### src/rtl/elevator_car_ctrl.sv
// elevator_car_ctrl: motion/door controller for a single 7-floor car.
// Consumes latched hall calls and car buttons and drives floor, direction,
// door and move. The state advances only on clk edges where enable is high.
// Optional build macro ELEV_FIRE_RECALL_EN adds the fire_recall input, which
// sends the car to floor 1 and holds the door open there.
module elevator_car_ctrl #(
  parameter int DOOR_TICKS   = 4,
  parameter int TRAVEL_TICKS = 3
) (
  input  logic        clk,
  input  logic        reset,
  input  logic        enable,
  input  logic [13:0] floorButton,
  input  logic [9:1]  internalButton,
`ifdef ELEV_FIRE_RECALL_EN
  input  logic        fire_recall,
`endif
  output logic [2:0]  currentFloor,
  output logic [1:0]  currentDirection,
  output logic        doorState,
  output logic        move
);

  typedef enum logic [1:0] {S_IDLE = 2'd0, S_OPEN = 2'd1, S_MOVE = 2'd2} stateT;

  localparam logic [1:0] DIR_STOP    = 2'b00;
  localparam logic [1:0] DIR_UP      = 2'b10;
  localparam logic [1:0] DIR_DOWN    = 2'b01;
  localparam logic [7:0] DWELL_LAST  = 8'(DOOR_TICKS - 1);
  localparam logic [7:0] TRAVEL_LAST = 8'(TRAVEL_TICKS - 1);

  stateT      state;
  logic [7:0] dwell;
  logic [7:0] travel;
  logic [7:1] hallUp;
  logic [7:1] hallDown;
  logic [7:1] pending;
  logic       hereReq;
  logic       aboveReq;
  logic       belowReq;
  logic [1:0] dirSel;
  logic [2:0] nextFloor;
  logic       carAtNext;
  logic       hallAtNext;
  logic       beyondNext;
  logic       stopAtNext;
  logic [1:0] dirAtNext;
  logic       fireActive;

`ifdef ELEV_FIRE_RECALL_EN
  assign fireActive = fire_recall;
`else
  assign fireActive = 1'b0;
`endif

  function automatic logic anyAbove(input logic [7:1] r, input logic [2:0] f);
    logic a;
    a = 1'b0;
    for (int g = 1; g <= 7; g++)
      if (g > int'(f)) a = a | r[g];
    return a;
  endfunction

  function automatic logic anyBelow(input logic [7:1] r, input logic [2:0] f);
    logic b;
    b = 1'b0;
    for (int g = 1; g <= 7; g++)
      if (g < int'(f)) b = b | r[g];
    return b;
  endfunction

  // A car heading down keeps going down while it can; otherwise up is preferred.
  function automatic logic [1:0] pickDir(input logic [1:0] dir, input logic up, input logic down);
    if (dir == DIR_DOWN) return down ? DIR_DOWN : (up ? DIR_UP : DIR_STOP);
    return up ? DIR_UP : (down ? DIR_DOWN : DIR_STOP);
  endfunction

  // Decode the request vectors and pick the direction from the current floor.
  always_comb begin
    hallUp   = '0;
    hallDown = '0;
    for (int g = 1; g <= 7; g++) begin
      hallUp[g]   = floorButton[2*g-1];
      hallDown[g] = floorButton[2*g-2];
    end
    pending = internalButton[7:1] | hallUp | hallDown;
    hereReq = 1'b0;
    for (int g = 1; g <= 7; g++)
      if (int'(currentFloor) == g) hereReq = pending[g];
    aboveReq = anyAbove(pending, currentFloor);
    belowReq = anyBelow(pending, currentFloor);
    dirSel   = pickDir(currentDirection, aboveReq, belowReq);
  end

  // Look ahead to the floor the car reaches at the end of this leg.
  always_comb begin
    nextFloor  = (currentDirection == DIR_DOWN) ? currentFloor - 3'd1 : currentFloor + 3'd1;
    carAtNext  = 1'b0;
    hallAtNext = 1'b0;
    for (int g = 1; g <= 7; g++) begin
      if (int'(nextFloor) == g) begin
        carAtNext  = internalButton[g];
        hallAtNext = (currentDirection == DIR_DOWN) ? hallDown[g] : hallUp[g];
      end
    end
    beyondNext = (currentDirection == DIR_DOWN) ? anyBelow(pending, nextFloor)
                                                : anyAbove(pending, nextFloor);
    stopAtNext = carAtNext | hallAtNext | ~beyondNext |
                 (nextFloor == 3'd1) | (nextFloor == 3'd7);
    dirAtNext  = pickDir(currentDirection, anyAbove(pending, nextFloor),
                         anyBelow(pending, nextFloor));
  end

  // Car state machine with registered floor, direction, door and move outputs.
  always_ff @(posedge clk or posedge reset) begin
    if (reset) begin
      state            <= S_IDLE;
      currentFloor     <= 3'd1;
      currentDirection <= DIR_STOP;
      doorState        <= 1'b0;
      move             <= 1'b0;
      dwell            <= '0;
      travel           <= '0;
    end else if (enable) begin
      if (currentFloor == 3'd0) begin
        state            <= S_IDLE;
        currentFloor     <= 3'd1;
        currentDirection <= DIR_STOP;
        doorState        <= 1'b0;
        move             <= 1'b0;
        dwell            <= '0;
        travel           <= '0;
      end else if (fireActive) begin
        if (currentFloor == 3'd1) begin
          state            <= S_OPEN;
          doorState        <= 1'b1;
          move             <= 1'b0;
          currentDirection <= DIR_STOP;
          dwell            <= '0;
          travel           <= '0;
        end else if (state == S_MOVE && currentDirection == DIR_DOWN) begin
          if (travel == TRAVEL_LAST) begin
            currentFloor <= currentFloor - 3'd1;
            travel       <= '0;
          end else begin
            travel <= travel + 8'd1;
          end
        end else begin
          state            <= S_MOVE;
          doorState        <= 1'b0;
          move             <= 1'b1;
          currentDirection <= DIR_DOWN;
          dwell            <= '0;
          travel           <= '0;
        end
      end else begin
        case (state)
          S_IDLE: begin
            if (internalButton[8] || hereReq) begin
              state            <= S_OPEN;
              doorState        <= 1'b1;
              dwell            <= '0;
              currentDirection <= dirSel;
            end else if (dirSel != DIR_STOP) begin
              state            <= S_MOVE;
              move             <= 1'b1;
              travel           <= '0;
              currentDirection <= dirSel;
            end else begin
              currentDirection <= DIR_STOP;
            end
          end
          S_OPEN: begin
            if (internalButton[8] || hereReq) begin
              dwell <= '0;
            end else if (internalButton[9] || dwell == DWELL_LAST) begin
              state            <= S_IDLE;
              doorState        <= 1'b0;
              dwell            <= '0;
              currentDirection <= dirSel;
            end else begin
              dwell <= dwell + 8'd1;
            end
          end
          S_MOVE: begin
            if (travel == TRAVEL_LAST) begin
              currentFloor <= nextFloor;
              travel       <= '0;
              if (stopAtNext) begin
                state            <= S_OPEN;
                move             <= 1'b0;
                doorState        <= 1'b1;
                dwell            <= '0;
                currentDirection <= dirAtNext;
              end
            end else begin
              travel <= travel + 8'd1;
            end
          end
          default: begin
            state     <= S_IDLE;
            doorState <= 1'b0;
            move      <= 1'b0;
          end
        endcase
      end
    end
  end

endmodule
### config.mk
export PLATFORM = sky130hd
export DESIGN_NAME = elevator_car_ctrl
export DESIGN_NICKNAME = d
export VERILOG_FILES = /design/src/rtl/elevator_car_ctrl.sv
export SDC_FILE = /design/constraint.sdc
export NUM_CORES = 1
export LEC_CHECK = 0
export ABC_CLOCK_PERIOD_IN_PS = 3200
export BUFFER_PORTS_ARGS = -buffer_cell sky130_fd_sc_hd__buf_2
export CELL_PAD_IN_SITES_DETAIL_PLACEMENT = 0
export CELL_PAD_IN_SITES_GLOBAL_PLACEMENT = 1
export CORE_UTILIZATION = 40
export CTS_BUF_LIST = sky130_fd_sc_hd__clkbuf_16
export CTS_CLUSTER_DIAMETER = 30
export CTS_CLUSTER_SIZE = 14
export DETAILED_ROUTE_END_ITERATION = 8
export PLACE_DENSITY_LB_ADDON = 0.1
export SYNTH_ARGS = -nofsm -noshare
export SYNTH_HDL_FRONTEND = slang
export SYNTH_SLANG_ARGS = --single-unit
export TNS_END_PERCENT = 10
### constraint.sdc
create_clock -name clk -period 3.2 [get_ports clk]
set_clock_uncertainty 0.05 [all_clocks]
set_input_delay 0.48 -clock clk [delete_from_list [all_inputs] [get_ports clk]]
set_output_delay 0.48 -clock clk [all_outputs]
set_load 0.01 [all_outputs]
After elaboration in Yosys (flattened, before gate mapping)
Cells that the tools add are included.

storage, ports and cells
  register bits = 25
  logic and storage cells = 225

operators by class
  $lt $le $gt $ge = 26
  multiplexer cells = 113
  bitwise gates (word level) = 29
  equal/unequal tests = 30
  reductions and logical operators = 16
  add/subtract/negate cells = 4

operators by type and width
  operator                                                                         count
  8-bit two-way mux                                                                10
  1-bit two-way mux                                                                69
  2-bit two-way mux                                                                24
  3-bit == test (second input constant)                                            9
  1-bit OR                                                                         26
  3-bit greater-than comparator (first input constant)                             8
  8-bit case mux with 3 select lines                                               1
  6-bit AND reduction                                                              4
  3-bit < comparator (first input constant)                                        6
  3-bit inequality test (second input constant)                                    6
  8-bit by 1-bit adder with 8-bit output (second input constant)                   2
  8-bit by 2-bit == test with 1-bit output (second input constant)                 2
  8-bit case mux with 2 select lines                                               1
  7-bit OR                                                                         2
  3-bit by 2-bit == test with 1-bit output (second input constant)                 4
  2-bit by 3-bit greater-than comparator with 1-bit output (first input constant)  4
  2-bit by 3-bit < comparator with 1-bit output (first input constant)             4
  3-bit two-way mux                                                                4
  2-bit case mux with 3 select lines                                               2
  3-bit by 1-bit == test with 1-bit output (second input constant)                 3
  1-bit by 3-bit greater-than comparator with 1-bit output (first input constant)  2
  1-bit by 3-bit < comparator with 1-bit output (first input constant)             2
  1-bit case mux with 3 select lines                                               2
  2-bit nonzero test                                                               3
  16 further kinds                                                                 18

Depth between registers and ports, before layout
Gate-level depths: netlist (run 1).

  depth in word-level cells = 25
  mapped depth = 13

Worst setup path before layout (run 1)
No wires, ideal clock.

  path type = register to register
  start point = register currentFloor[0]
  end point = register doorState
  slack = 0.162 ns
  cell stages (with the launch flop) = 13
  data arrival time = 2.867 ns
  data required time = 3.029 ns
  period minus slack after synthesis = 3.038 ns
  cells stage by stage = dfstp_2 -> inv_1 -> ha_1 -> buf_6 -> or3b_1 -> a2bb2oi_2 -> or2_1 -> o211ai_1 -> nand2_2 -> a21bo_4 -> buf_6 -> and3_1 -> o22a_1

between the ends
  longest elaborated chain between the ends = 23
  elaborated cells between the ends (all ways) = 92

RTL lines
  element                                                                                                RTL line  source
  from (decl)                                                                                            18        output logic [2:0] currentFloor,
  from (signal assigned)                                                                                 143       currentFloor <= currentFloor - 3'd1;
  from (signal assigned)                                                                                 187       currentFloor <= nextFloor;
  3-bit by 1-bit adder with 3-bit output or 3-bit by 1-bit subtractor with 3-bit output (tied branches)  n/a
  3-bit two-way mux                                                                                      97        nextFloor = (currentDirection == DIR_DOWN) ? currentFloor - 3'd1 : currentFloor + 3'd1;
  1-bit by 3-bit greater-than comparator with 1-bit output                                               60        if (g > int'(f)) a = a | r[g];
  1-bit two-way mux                                                                                      60
  1-bit OR                                                                                               60
  1-bit two-way mux                                                                                      60
  1-bit OR                                                                                               60
  1-bit two-way mux                                                                                      60
  (+6 left out)                                                                                          n/a
  1-bit OR                                                                                               60
  1-bit two-way mux                                                                                      60
  1-bit two-way mux                                                                                      106       beyondNext = (currentDirection == DIR_DOWN) ? anyBelow(pending, nextFloor)
  1-bit inverter                                                                                         108       stopAtNext = carAtNext | hallAtNext | ~beyondNext |
  1-bit OR (2 in a row)                                                                                  108
  1-bit OR                                                                                               109       (nextFloor == 3'd1) | (nextFloor == 3'd7);
  3-bit inequality test (no line)                                                                        n/a
  6-bit AND reduction (no line)                                                                          n/a
  to (signal assigned)                                                                                   120       doorState <= 1'b0;
  to (signal assigned)                                                                                   129       doorState <= 1'b0;
  to (signal assigned)                                                                                   136       doorState <= 1'b1;
  to (decl)                                                                                              20        output logic doorState,

Parallel ways exist; a longest one is shown, timed or not.
A chain may end at the register's enable or synchronous reset.

Final worst setup path (run 1)
Same ends and word-level chain as after synthesis.

==> impl_results.md, run 1 <==
* Final worst setup slack at 0.185 ns
* Flop2flop setup slack at 0.18 ns
* Tcrit/Tclk final at 0.942
* Ant diodes at 0
* Vias in the first global route at 2,318
* Width of the die at 82.4 um
* Worst Path Arrival at 3.11 ns
* H-tree depth at 1
* Leak at 1.18 nW
* Buffers & Inverters on Critical Path at 1
* Final hold violations at 0
* Crit path time final at 3.02 ns
* Crit-path leading delay family: simple AND/OR/NAND/NOR gates
* Top cells by area, synth: dfrtp_1 23%, ha_1 6.3%, a21oi_1 4.6%, nand2_1 4.1%, nor2_1 3.0%
* RSZ-0062 raised after global routing: no
* Slew Limit Fails at 0
* Reg clk slew, reported paths at 0.07 ns
* Overflow left after global routing at 0
* Critical path type: register to register
* Synth Cell Area at 2580 um^2
* Initial antenna violation count at 0
* Remaining DRCs at 0
* Synth Warn # at 0
* TritonCTS clock tree: yes
* Crit start category: register
* Worst-Margin Slew at 1.02 ns
* Post-synth ARST share at 1.00
* Peak Freq at 332 MHz
* Setup Buffers After CTS at 0
* Cell area after layout at 2890 um^2
* Post-CTS Hold Fix Bufs at 0
* Via count at 2,593
* Num ports at 33
* Final setup fails at 0
* NumNets Final at 388
* Number of synthesized flops with an enable pin at 0
* CP startpoint: currentFloor[0]$_DFFE_PP1P_
* Crit-path cells: inv_1 -> ha_2 -> or3b_1 -> a2bb2oi_2 -> or2_1 -> o211ai_1 -> nand2_2 -> a21bo_4 -> and3_1 -> o22a_1
* Clock Sinks at 25
* DP Area at 2810 um^2
* GRT Overall Usage at 0.225
* Core Area at 6060 um^2
* WP data required at 3.29 ns
* Worst setup EP type: register
* Main synth FF type: dfrtp_1
* Worst reg2reg endpoint: doorState$_DFFE_PP0P_
* Area Growth Syn to Fin at 11.9%
* Starting DRT DRC Count at 172
* Port buffer count at 32
* Worst-skew pair later-pin latency at 0.26 ns
* Rows at 28
* Longest Clk Path Bufs at 2
* Num CTS Buffers at 3
* Die Area at 6790 um^2
* Slew Limit Headroom at 0.321
* Post_cts resized at 0
* FF+latch count, synth at 25
* Share of layout cells above drive strength 1 at 0.201
* Sequential element share of the synthesized area at 0.242
* Antenna Violating Nets Remaining at 0
* Vert. Die Dim at 82.4 um
* WL final at 7.13 mm
* First-pass GRT wire length at 11.6 mm
* Cells after DPL at 419
* Gpl congestion at 0.853
* Max VDD drop at 405 uV
* Clock Tree Root: clkbuf_16
* Fin cells at 423
* Status: complete, no violations
* Syn_area_per_cell at 8.13 um^2
* Synth Instances at 318
* Synth top area share at 0.232
* DR WL/cell at 16.8 um
* Delay of the slowest critical-path stage at 0.55 ns
* Worst hold path type: primary input to asynchronous set/reset pin
* Worst Setup EP: doorState$_DFFE_PP0P_
* Power Density at 776 nW/um^2
* Via/cell ratio at 6.13
* Synth area leader: dfrtp_1
* Largest net degree at the start of global routing at 26
* Total power draw at 2.24 mW
* Pre-CTS setup slack at 0.153 ns
* Pre-Repair DR Iteration Count at 5
* TNS Setup at 0 ns
* Crit path max-delay cell type: dfstp_2
* Crit path max fanout at 11
* Post-synth cell types at 75
* Worst r2r src: currentFloor[0]$_DFFE_PP1P_
* Post-DP HPWL at 5.44 mm
* R2R cell count at 10
* CP Depth at 10
* MaxCap Viol Count at 0
* Net count after synthesis at 357
* Starting density of the core at 0.427
## cell type report
class / instances / area (um^2)
multi-input combinational: 263 / 1800
clock buffer: 3 / 75.1
clock inverter: 1 / 3.75
sequential: 25 / 627
fill: 614 / 3170
timing repair buffer: 42 / 235
inverter: 14 / 52.6
tap: 75 / 93.8
## report_power, final
| group | leakage, nW | total (mW) | switching, mW | internal, mW |
|---|---|---|---|---|
| Combinational | 0.805 | 1.54 | 0.937 | 0.606 |
| Clock | 0.0423 | 0.276 | 0.109 | 0.167 |
| Sequential | 0.335 | 0.425 | 0.0473 | 0.378 |
## logic make-up after synthesis
group           after synthesis  synth area share
simple gates                132             0.283
compound gates              104             0.293
buf+inv                      30            0.0605
flops                        25             0.243
fa+ha+maj                    13            0.0629
xor+xnor                      7            0.0295
mux                           7            0.0286
## sequential cells by signal, indices dropped and copies added, names as in the netlist
signal,flops
state,2
travel,8
dwell,8
currentFloor,3
move,1
currentDirection,2
doorState,1
## per-stage QoR
| stage | hold WS (ns) | util |
|---|---|---|
| final | 0.407 | 0.477 |
| after global routing | 0.486 | 0.477 |
| after CTS | 0.446 | 0.477 |
| after detailed placement | 0.446 | 0.464 |
| after global placement | 0.439 | 0.464 |
| after floorplan | 0.422 | - |
## how the worst min path moves through the flow
stage	slack, ns	start	end	cells past startpoint
after floorplan	0.42	dwell[7]$_DFFE_PP0P_	dwell[7]$_DFFE_PP0P_	1
after global placement	0.44	move$_DFFE_PP0P_	move$_DFFE_PP0P_	2
after detailed placement	0.45	dwell[7]$_DFFE_PP0P_	dwell[7]$_DFFE_PP0P_	1
after CTS	0.45	reset	state[0]$_DFFE_PP0P_	2
after global routing	0.49	dwell[7]$_DFFE_PP0P_	dwell[7]$_DFFE_PP0P_	1
final	0.41	reset	travel[0]$_DFFE_PP0P_	2
## layout by cell type, fill, tap and decap left out, drive strengths merged, types with 3 or more instances in the layout
master    n
nor2b     3
clkbuf    3
buf      42
dfrtp    24
nor2     22
and3b     4
a31oi     7
or3      11
or2       4
o211ai    4
nand4     9
o2bb2ai   4
nand2b    7
inv      15
mux2      3
a21oi    26
mux2i     4
xnor2     6
nand2    29
a22oi     3
and2      4
o21ai    17
a211oi    6
and3      6
a21o      4
nand3    12
o31ai     6
nor3     12
ha       13
o2111ai   4
## synthesized netlist by cell type, types with 5 or more instances
cell	number
nand2_1	28
a21oi_1	24
dfrtp_1	24
nor2_1	21
o21ai_0	15
ha_1	13
inv_1	13
nand3_1	12
nor3_1	11
or3_1	11
buf_2	8
nand4_1	8
a31oi_1	7
nand2b_1	7
o31ai_1	6
and3_1	5
## layer usage
layer | track usage | vias up | share of wire
met1 | 0.353 | 1240 | 0.50
met2 | 0.329 | 88 | 0.43
met3 | 0.0319 | 4 | 0.058
met4 | 0.0298 | 0 | 0.0062
met5 | 0 | - | 0
li1 | - | 1261 | -
Power figures use the tool's default switching activity.
==> inputs of run 2 (changes only) <==
- ABC_CLOCK_PERIOD_IN_PS: 3200 -> 2940
- CORE_UTILIZATION: 40 -> 44
- clock period: 3.2 -> 2.94 ns (I/O delays scaled with it)
==> run 2 against run 1 <==
  * Routed wire length increased by 8.0%
  * Critical path depth is the same
  * Via count increased by 3.8%
  * Non-clock buffer count increased by 14
  * Register-to-register slack worse by 0.15 ns
  * Sequential share of layout area down 1.8 points
  * Total power rose by 25%
  * Combinational power grew 31%
==> impl_results.md, run 2 (synthesis results as in run 1) <==
* Commonest non-fill, non-tap cell in the layout: buf_2
* Peak Freq at 345 MHz
* Total power draw at 2.81 mW
* Share of layout cells above drive strength 1 at 0.295
* Power Density at 891 nW/um^2
* Hold slack final at 0.355 ns
* Critical path type: register to register
* Num CTS Buffers at 3
* Pre-Repair DR Iteration Count at 4
* Worst hold path type: primary input to asynchronous set/reset pin
* Post-DP HPWL at 5.61 mm
* Biggest registers after layout: dwell: 8 flops, travel: 8 flops, currentFloor: 3 flops
* Slew Limit Headroom at 0.340
* RSZ-0062 raised after global routing: yes
* Rows at 27
* Gpl congestion at 0.885
* NumNets Final at 403
* Num ports at 33
* Worst setup EP type: register
* Starting density of the core at 0.464
* Clock Tree Root: clkbuf_16
* Largest net degree at the start of global routing at 26
* Worst-skew pair later-pin latency at 0.26 ns
* MaxCap Viol Count at 0
* Port buffer count at 32
* Antenna Violating Nets Remaining at 0
* Clock Sinks at 25
* Status: complete, no violations
* First-pass GRT wire length at 12.3 mm
* Crit path max fanout at 8
* Reg clk slew, reported paths at 0.07 ns
* Slew Limit Fails at 0
* Area Growth Syn to Fin at 21.8%
* Overflow left after global routing at 0
* WL final at 7.70 mm
* Max VDD drop at 368 uV
* Crit start category: register
* TNS Setup at 0 ns
* Via count at 2,691
* Remaining DRCs at 0
* Final setup fails at 0
* Worst Path Arrival at 3.00 ns
* Post-CTS Hold Fix Bufs at 0
* Core Area at 5570 um^2
* Via/cell ratio at 6.19
* Final hold violations at 0
* Die Area at 6190 um^2
* Width of the die at 78.7 um
* Vert. Die Dim at 78.7 um
* Ant diodes at 0
* TritonCTS clock tree: yes
* Leak at 1.27 nW
* Worst-Margin Slew at 0.989 ns
* Tcrit/Tclk final at 0.987
* Vias in the first global route at 2,509
* DR WL/cell at 17.7 um
* GRT Overall Usage at 0.248
* Crit path time final at 2.90 ns
* Longest Clk Path Bufs at 2
* H-tree depth at 1
* Starting DRT DRC Count at 159
* Most frequent cells in the layout: 32 x buf_2, 27 x nand2_1, 24 x dfrtp_1, 24 x buf_4, 23 x a21oi_1
* WP data required at 3.04 ns
* Initial antenna violation count at 0
[run 2: report_power, final]
group          total (mW)  internal, mW  switching (mW)
combinational        2.02         0.871            1.15
sequential          0.475         0.412          0.0637
clock               0.310         0.184           0.127
[run 2: stage by stage]
stage               cell area (um^2)  setup slack [ns]   util  instances
finish                          3150            0.0391  0.565        435
global route                    3150           -0.0727  0.565        435
CTS                             2980            0.0299  0.535        429
detailed placement              2900            0.0540  0.521        425
global placement                2900            0.0514  0.521        425
floorplan                       2610            0.0291      -        318
[run 2: timing repair]
item,CTS,global route
setup buffers,0,5
gates resized for setup,0,26
setup endpoints to repair,0,16
[run 2: critical path: stages (launching register included)]
cell       delay [ns]
dfstp_2          0.59
inv_4            0.08
ha_4             0.24
or3b_4           0.39
a2bb2oi_4        0.21
or2_1            0.23
o211ai_1         0.17
nand2_2          0.17
a21bo_4          0.28
and3_1           0.17
o22a_1           0.20
[run 2: final timing paths]
check                                             from                    end  slack [ns]  cells after the start
max                        currentFloor[0]$_DFFE_PP1P_  doorState$_DFFE_PP0P_        0.04                     10
min                                              reset  travel[0]$_DFFE_PP0P_        0.36                      2
max reg2reg                currentFloor[0]$_DFFE_PP1P_  doorState$_DFFE_PP0P_        0.04                     10
min reg2reg                       dwell[0]$_DFFE_PP0P_   dwell[0]$_DFFE_PP0P_        0.46                      1
max in group asynchronous                        reset   dwell[6]$_DFFE_PP0P_        1.89                      2
min in group clk                  dwell[0]$_DFFE_PP0P_   dwell[0]$_DFFE_PP0P_        0.46                      1
[run 2: cell type report]
type,count,area (um^2)
repair buffers,56,340
fillers,533,2420
flip-flops and latches,25,627
clock buffers,3,75.1
inverters,14,55.1
well taps,72,90.1
clock inverters,1,5.00
multi-input cells,264,1960
[run 2: layer usage]
metal / track usage / up-vias / part of all wire
met5: 0 / - / 0
met4: 0.0611 / 0 / 0.011
met3: 0.0465 / 8 / 0.063
met2: 0.371 / 92 / 0.45
met1: 0.362 / 1298 / 0.47
li1: - / 1293 / -
